File: config.mk
export PLATFORM = sky130hd
export DESIGN_NAME = guard_add_sched
export DESIGN_NICKNAME = d
export VERILOG_FILES = /design/src/rtl/guard_add_pkg.sv /design/src/rtl/guard_add_sched_rr_pick.sv /design/src/rtl/guard_add_sched.sv
export SDC_FILE = /design/constraint.sdc
export NUM_CORES = 1
export LEC_CHECK = 0
export CAP_MARGIN = 20
export CELL_PAD_IN_SITES_DETAIL_PLACEMENT = 0
export CELL_PAD_IN_SITES_GLOBAL_PLACEMENT = 2
export CORE_UTILIZATION = 22
export CTS_BUF_LIST = sky130_fd_sc_hd__clkbuf_8
export CTS_CLUSTER_SIZE = 30
export DETAILED_ROUTE_END_ITERATION = 8
export GPL_TIMING_DRIVEN = 0
export PLACE_DENSITY = 0.89
export SYNTH_ARGS = -nofsm -noshare
export SYNTH_HDL_FRONTEND = slang
export SYNTH_SLANG_ARGS = --single-unit
export TNS_END_PERCENT = 100
File: constraint.sdc
create_clock -name clk -period 6.5 [get_ports clk]
set_input_delay 0.65 -clock clk [delete_from_list [all_inputs] [get_ports clk]]
set_output_delay 0.65 -clock clk [all_outputs]
set_load 0.02 [all_outputs]
File: src/rtl/guard_add_pkg.sv
// Shared types and constants for the guarded-adder scheduler.
// Imported by guard_add_sched and rr_pick.
package guard_add_pkg;

    typedef enum logic [1:0] {
        IDLE  = 2'd0,
        ISSUE = 2'd1,
        RESP  = 2'd2
    } state_t;

    localparam int          DW_DEF   = 32;
    localparam int          STAT_W   = 32;
    localparam logic [31:0] STAT_MAX = 32'hFFFF_FFFF;

endpackage

File: src/rtl/guard_add_sched_rr_pick.sv
// Combinational round-robin select: first valid requester
// at or after the pointer, searching with wrap-around.
module rr_pick
    import guard_add_pkg::*;
#(
    parameter int N  = 4,
    parameter int IW = 2
) (
    input  logic [N-1:0]  i_valid,
    input  logic [IW-1:0] i_ptr,
    output logic [N-1:0]  o_gnt,
    output logic [IW-1:0] o_idx,
    output logic          o_any
);

    // Rotating priority scan starting at the pointer
    always_comb begin
        int j;
        j     = 0;
        o_gnt = '0;
        o_idx = '0;
        o_any = 1'b0;
        for (int k = 0; k < N; k++) begin
            j = int'(i_ptr) + k;
            if (j >= N) begin
                j = j - N;
            end
            if (!o_any && i_valid[j]) begin
                o_any    = 1'b1;
                o_gnt[j] = 1'b1;
                o_idx    = IW'(j);
            end
        end
    end

endmodule

File: src/rtl/guard_add_sched.sv
// Round-robin scheduler sharing one operand-guarded adder.
// Optional macro GUARD_ADD_STATS_EN adds stat_active/stat_idle counters.
module guard_add_sched
    import guard_add_pkg::*;
#(
    parameter int N_REQ = 4,
    parameter int DW    = DW_DEF
) (
    input  logic                       clk,
    input  logic                       rst_n,
    input  logic [N_REQ-1:0]           req_valid,
    output logic [N_REQ-1:0]           req_ready,
    input  logic [N_REQ*DW-1:0]        req_a,
    input  logic [N_REQ*DW-1:0]        req_b,
    output logic                       guard_en,
    output logic [DW-1:0]              op_a,
    output logic [DW-1:0]              op_b,
    input  logic [DW:0]                add_sum,
    output logic                       rsp_valid,
    input  logic                       rsp_ready,
    output logic [DW:0]                rsp_sum,
    output logic [$clog2(N_REQ)-1:0]   rsp_id
`ifdef GUARD_ADD_STATS_EN
    ,
    output logic [STAT_W-1:0]          stat_active,
    output logic [STAT_W-1:0]          stat_idle
`endif
);

    localparam int ID_W = $clog2(N_REQ);

    state_t            r_state;
    state_t            w_next;
    logic              w_grant;
    logic [ID_W-1:0]   r_ptr;
    logic [ID_W-1:0]   w_ptr_nxt;
    logic [N_REQ-1:0]  w_gnt;
    logic [ID_W-1:0]   w_idx;
    logic              w_any;
    logic [DW-1:0]     r_op_a;
    logic [DW-1:0]     r_op_b;
    logic [DW:0]       r_sum;
    logic [ID_W-1:0]   r_id;
    logic [DW-1:0]     w_sel_a;
    logic [DW-1:0]     w_sel_b;

    rr_pick #(
        .N  (N_REQ),
        .IW (ID_W)
    ) u_pick (
        .i_valid (req_valid),
        .i_ptr   (r_ptr),
        .o_gnt   (w_gnt),
        .o_idx   (w_idx),
        .o_any   (w_any)
    );

    assign w_sel_a   = req_a[int'(w_idx)*DW +: DW];
    assign w_sel_b   = req_b[int'(w_idx)*DW +: DW];
    assign w_ptr_nxt = (w_idx == ID_W'(N_REQ - 1)) ? '0
                     : w_idx + ID_W'(1);

    // Next-state logic; grants are only taken in IDLE
    always_comb begin
        w_next  = r_state;
        w_grant = 1'b0;
        unique case (r_state)
            IDLE: begin
                if (w_any) begin
                    w_grant = 1'b1;
                    w_next  = ISSUE;
                end
            end
            ISSUE: w_next = RESP;
            RESP: begin
                if (rsp_ready) begin
                    w_next = IDLE;
                end
            end
            default: w_next = IDLE;
        endcase
    end

    assign req_ready = w_grant ? w_gnt : '0;
    assign guard_en  = (r_state == ISSUE);
    assign rsp_valid = (r_state == RESP);
    assign op_a      = r_op_a;
    assign op_b      = r_op_b;
    assign rsp_sum   = r_sum;
    assign rsp_id    = r_id;

    // State register
    always_ff @(posedge clk) begin
        if (!rst_n) begin
            r_state <= IDLE;
        end else begin
            r_state <= w_next;
        end
    end

    // Operands move only on a grant so the adder inputs stay quiet
    always_ff @(posedge clk) begin
        if (!rst_n) begin
            r_op_a <= '0;
            r_op_b <= '0;
            r_id   <= '0;
            r_ptr  <= '0;
            r_sum  <= '0;
        end else begin
            if (w_grant) begin
                r_op_a <= w_sel_a;
                r_op_b <= w_sel_b;
                r_id   <= w_idx;
                r_ptr  <= w_ptr_nxt;
            end
            if (r_state == ISSUE) begin
                r_sum <= add_sum;
            end
        end
    end

`ifdef GUARD_ADD_STATS_EN
    logic [STAT_W-1:0] r_stat_active;
    logic [STAT_W-1:0] r_stat_idle;

    // Saturating activity / idle counters
    always_ff @(posedge clk) begin
        if (!rst_n) begin
            r_stat_active <= '0;
            r_stat_idle   <= '0;
        end else begin
            if (guard_en && (r_stat_active != STAT_MAX)) begin
                r_stat_active <= r_stat_active + STAT_W'(1);
            end
            if ((r_state == IDLE) && !(|req_valid)
                && (r_stat_idle != STAT_MAX)) begin
                r_stat_idle <= r_stat_idle + STAT_W'(1);
            end
        end
    end

    assign stat_active = r_stat_active;
    assign stat_idle   = r_stat_idle;
`endif

endmodule

==> results.toml <==
[timing]
max_freq_mhz = 232.3
rsz0062_at_grt = "false"
period_minus_slack_ns = 4.305
setup_ws_ns = 2.195
timing.slew.headroom_pct = 52.71
tns_ns = 0
hold_viol_final = 0
fin_crit_sh_pct = 66.22
timing.hold.ws_ns = 0.4733
setup_violations = 0
clock_skew_ns = 0.01395
slew_viol_final = 0
timing_worst_slew_pin_value_ns = 0.7093

[yosys]
synthArstFlopShare_pct = 0
synth_top_area_share_pct = 31.83
syn_area_per_cell_um2 = 8.791
seq_area_frac_synth_pct = 31.83
ys_ff_latch = 103
synth_warnings = 0
synth_top_cell_by_area = "dfxtp_1"
synth_ff_type = "dfxtp_1"
synth.distinct_cells = 47
syn_inst = 737
synth-edff-count = 0
synth_fp_nets = 1038
syn_area_um2 = 6479
yosys-top-cells-area = "dfxtp_1 32%, o211ai_2 12%, mux2i_1 10%, nand2_1 7.9%, a21o_1 7.4%"

[power_and_ir_drop]
leakagePower_nw = 4.238
total_power_mw = 4.137
powerDensity_nw_per_um2 = 369.3
peakVddDrop_uv = 147.2

[route]
detailroute.via_count = 7022
firstDrtPassIters = 7
drcViolationCount = 0
wl_per_cell_um = 19.13
first_iter_violations = 305
finalWirelength_um = 29420
ant_nets = 0
via_per_inst = 4.566

[cts]
numCtsBuffers = 9
cts_sinks = 103
clock_path_buffers = 2
cts_root_buffer = "clkbuf_8"
postCtsSetupBuffers = 0
cts_tree = "built"
cts_resized = 0
htreeDepth = 3
ctsHoldBuffers = 0
insertion_delay_ns = 0.40
clk_pin_slew_ns = 0.11

[final_layout]
instances_no_fill = 1538
drive_gt1_share_pct = 10.93
fin_area_um2 = 11200
nFillCells = 2987
utilization_pct = 38.82
nNetsFinal = 1449
syn2layout_area_growth_pct = 72.90

[critical_path]
cp_slowest_cell = "clkdlybuf4s50_1"
endpoint_kind = "output port"
critPathMaxStageDelay_ns = 0.61
crit_family = "buffers and inverters"
r2r_slack_ns = 2.79
r2r-end = "op_a[13]$_SDFFE_PN0P_"
path_cells = "buf_2 > inv_1 > ha_1 > buf_2 > mux4_2 > nor2b_1 > clkbuf_2 > a22oi_1 > nor2_1 > a221oi_1 > nor2_1 > clkdlybuf4s50_1"
start_kind = "register"
reg2regPathDepth = 12
crit_buf_inv = 5
path_class = "register to output port"
crit_fanout = 10
critical_path_arrival_ns = 3.65
cp_data_required_time_ns = 5.85
r2r-start = "r_ptr[0]$_SDFFE_PN0P_"

[place]
port_buffers = 399
pre_cts_slack_ns = 2.590
placed_cell_area_um2 = 10960
gp_congestion = 0.7809
dp.cells = 1521
dp_hpwl_um = 23250

[global_route]
grt_pass1_vias = 7145
overflow = 0
antenna_found_initial = 2
grt_pass1_wl_um = 43730
grtUsageTotal_pct = 19.03
grt_max_degree = 20

[worst_hold_path]
hold_end = "rsp_sum[14]$_SDFFE_PN0P_"
whs_path_depth = 2
hold_path_class = "register to register"
min_from = "rsp_sum[14]$_SDFFE_PN0P_"

[floorplan]
start_util_pct = 22.45
io_pins = 401
die_y_um = 173.6
die_area_um2 = 30140
num_rows = 62
core_um2 = 28860
die-width_um = 173.6

[run]
drv_cap = 0

[outcome]
outcome = "finished, final reports clean"
==> layout by cell type (no fill, tap or decap), drive strengths merged, types with 4 or more instances in the layout <==
master | netlist | final
clkdlybuf4s50 | 0 | 399
nand2 | 138 | 138
dfxtp | 103 | 103
o21ai | 67 | 67
mux2i | 65 | 65
nand3 | 65 | 65
a21o | 64 | 64
o211ai | 64 | 64
clkbuf | 31 | 40
buf | 39 | 40
a21boi | 36 | 36
nor2 | 14 | 14
inv | 2 | 6
ha | 5 | 5
a22oi | 4 | 4
a221oi | 4 | 4
nor2b | 4 | 4
==> cells in the mapped netlist (4+ instances only) <==
cell type	count
a21boi_0	36
a21o_1	64
a221oi_1	4
a22oi_1	4
buf_12	13
buf_2	16
buf_6	7
clkbuf_1	30
dfxtp_1	103
ha_1	5
mux2i_1	65
nand2_1	137
nand3_1	65
nor2_1	14
o211ai_1	4
o211ai_2	60
o21ai_0	66
==> worst max-delay path by stage <==
| stage | start | end | slack, ns | cells after the start |
|---|---|---|---|---|
| after floorplan | r_ptr[0]$_SDFFE_PN0P_ | r_ptr[0]$_SDFFE_PN0P_ | 3.23 | 12 |
| after global placement | req_valid[0] | op_a[27]$_SDFFE_PN0P_ | 2.46 | 8 |
| after detailed placement | req_valid[2] | req_ready[2] | 2.59 | 8 |
| after CTS | r_ptr[0]$_SDFFE_PN0P_ | req_ready[1] | 2.13 | 12 |
| after global routing | r_ptr[0]$_SDFFE_PN0P_ | req_ready[3] | 1.87 | 12 |
| final | r_ptr[0]$_SDFFE_PN0P_ | req_ready[1] | 2.20 | 12 |
==> worst reg2reg max path, delay by kind of cell, from the launching register on <==
kind | cells | cell delay (ns)
AO/OA/AOI/OAI | 4 | 0.86
adder cells (fa/ha/maj) | 1 | 0.29
buffers and inverters | 5 | 1.34
flip-flops | 1 | 0.44
multiplexers | 1 | 0.59
AND/OR/NAND/NOR | 1 | 0.13
==> state kept, by name, indices dropped and copies added (netlist names) <==
register / flops
r_ptr: 2
r_state: 2
op_b: 32
rsp_sum: 33
rsp_id: 2
op_a: 32
==> routing by layer <==
metal	routed length, µm	track usage (%)	vias up
met4	254	3.838	2
met2	14600	34.44	289
met3	2813	7.061	17
met1	11740	21.18	3240
met5	13	0	-
li1	-	-	3474
==> layout make-up <==
cell class              instances  area, µm²  share of cell area [%]
diodes                          1      2.502                 0.02234
plain buffers                  70      555.5                   4.959
clock buffers                   9      123.9                   1.106
clock inverters                 7      111.4                  0.9941
inverters                       3      11.26                  0.1005
multi-input cells             561       3850                   34.37
flip-flops and latches        103       2062                   18.41
well taps                     384      480.5                   4.289
repair buffers                400       4005                   35.75
==> logic make-up after synthesis <==
group,share of synthesized area [%]
AOI/OAI and AO/OA,31.44
buffers and inverters,8.748
and+or+nand+nor,15.93
adders and majority gates,0.9656
DFF,31.83
muxes,11.09
==> where the power goes <==
| group | total [mW] | leakage (nW) | switching [mW] | internal, mW |
|---|---|---|---|---|
| Sequential | 0.926 | 0.848 | 0.107 | 0.818 |
| Clock | 0.501 | 0.118 | 0.275 | 0.226 |
| Combinational | 2.71 | 3.27 | 1.46 | 1.25 |
No activity file was read; power rests on OpenSTA's default activity.
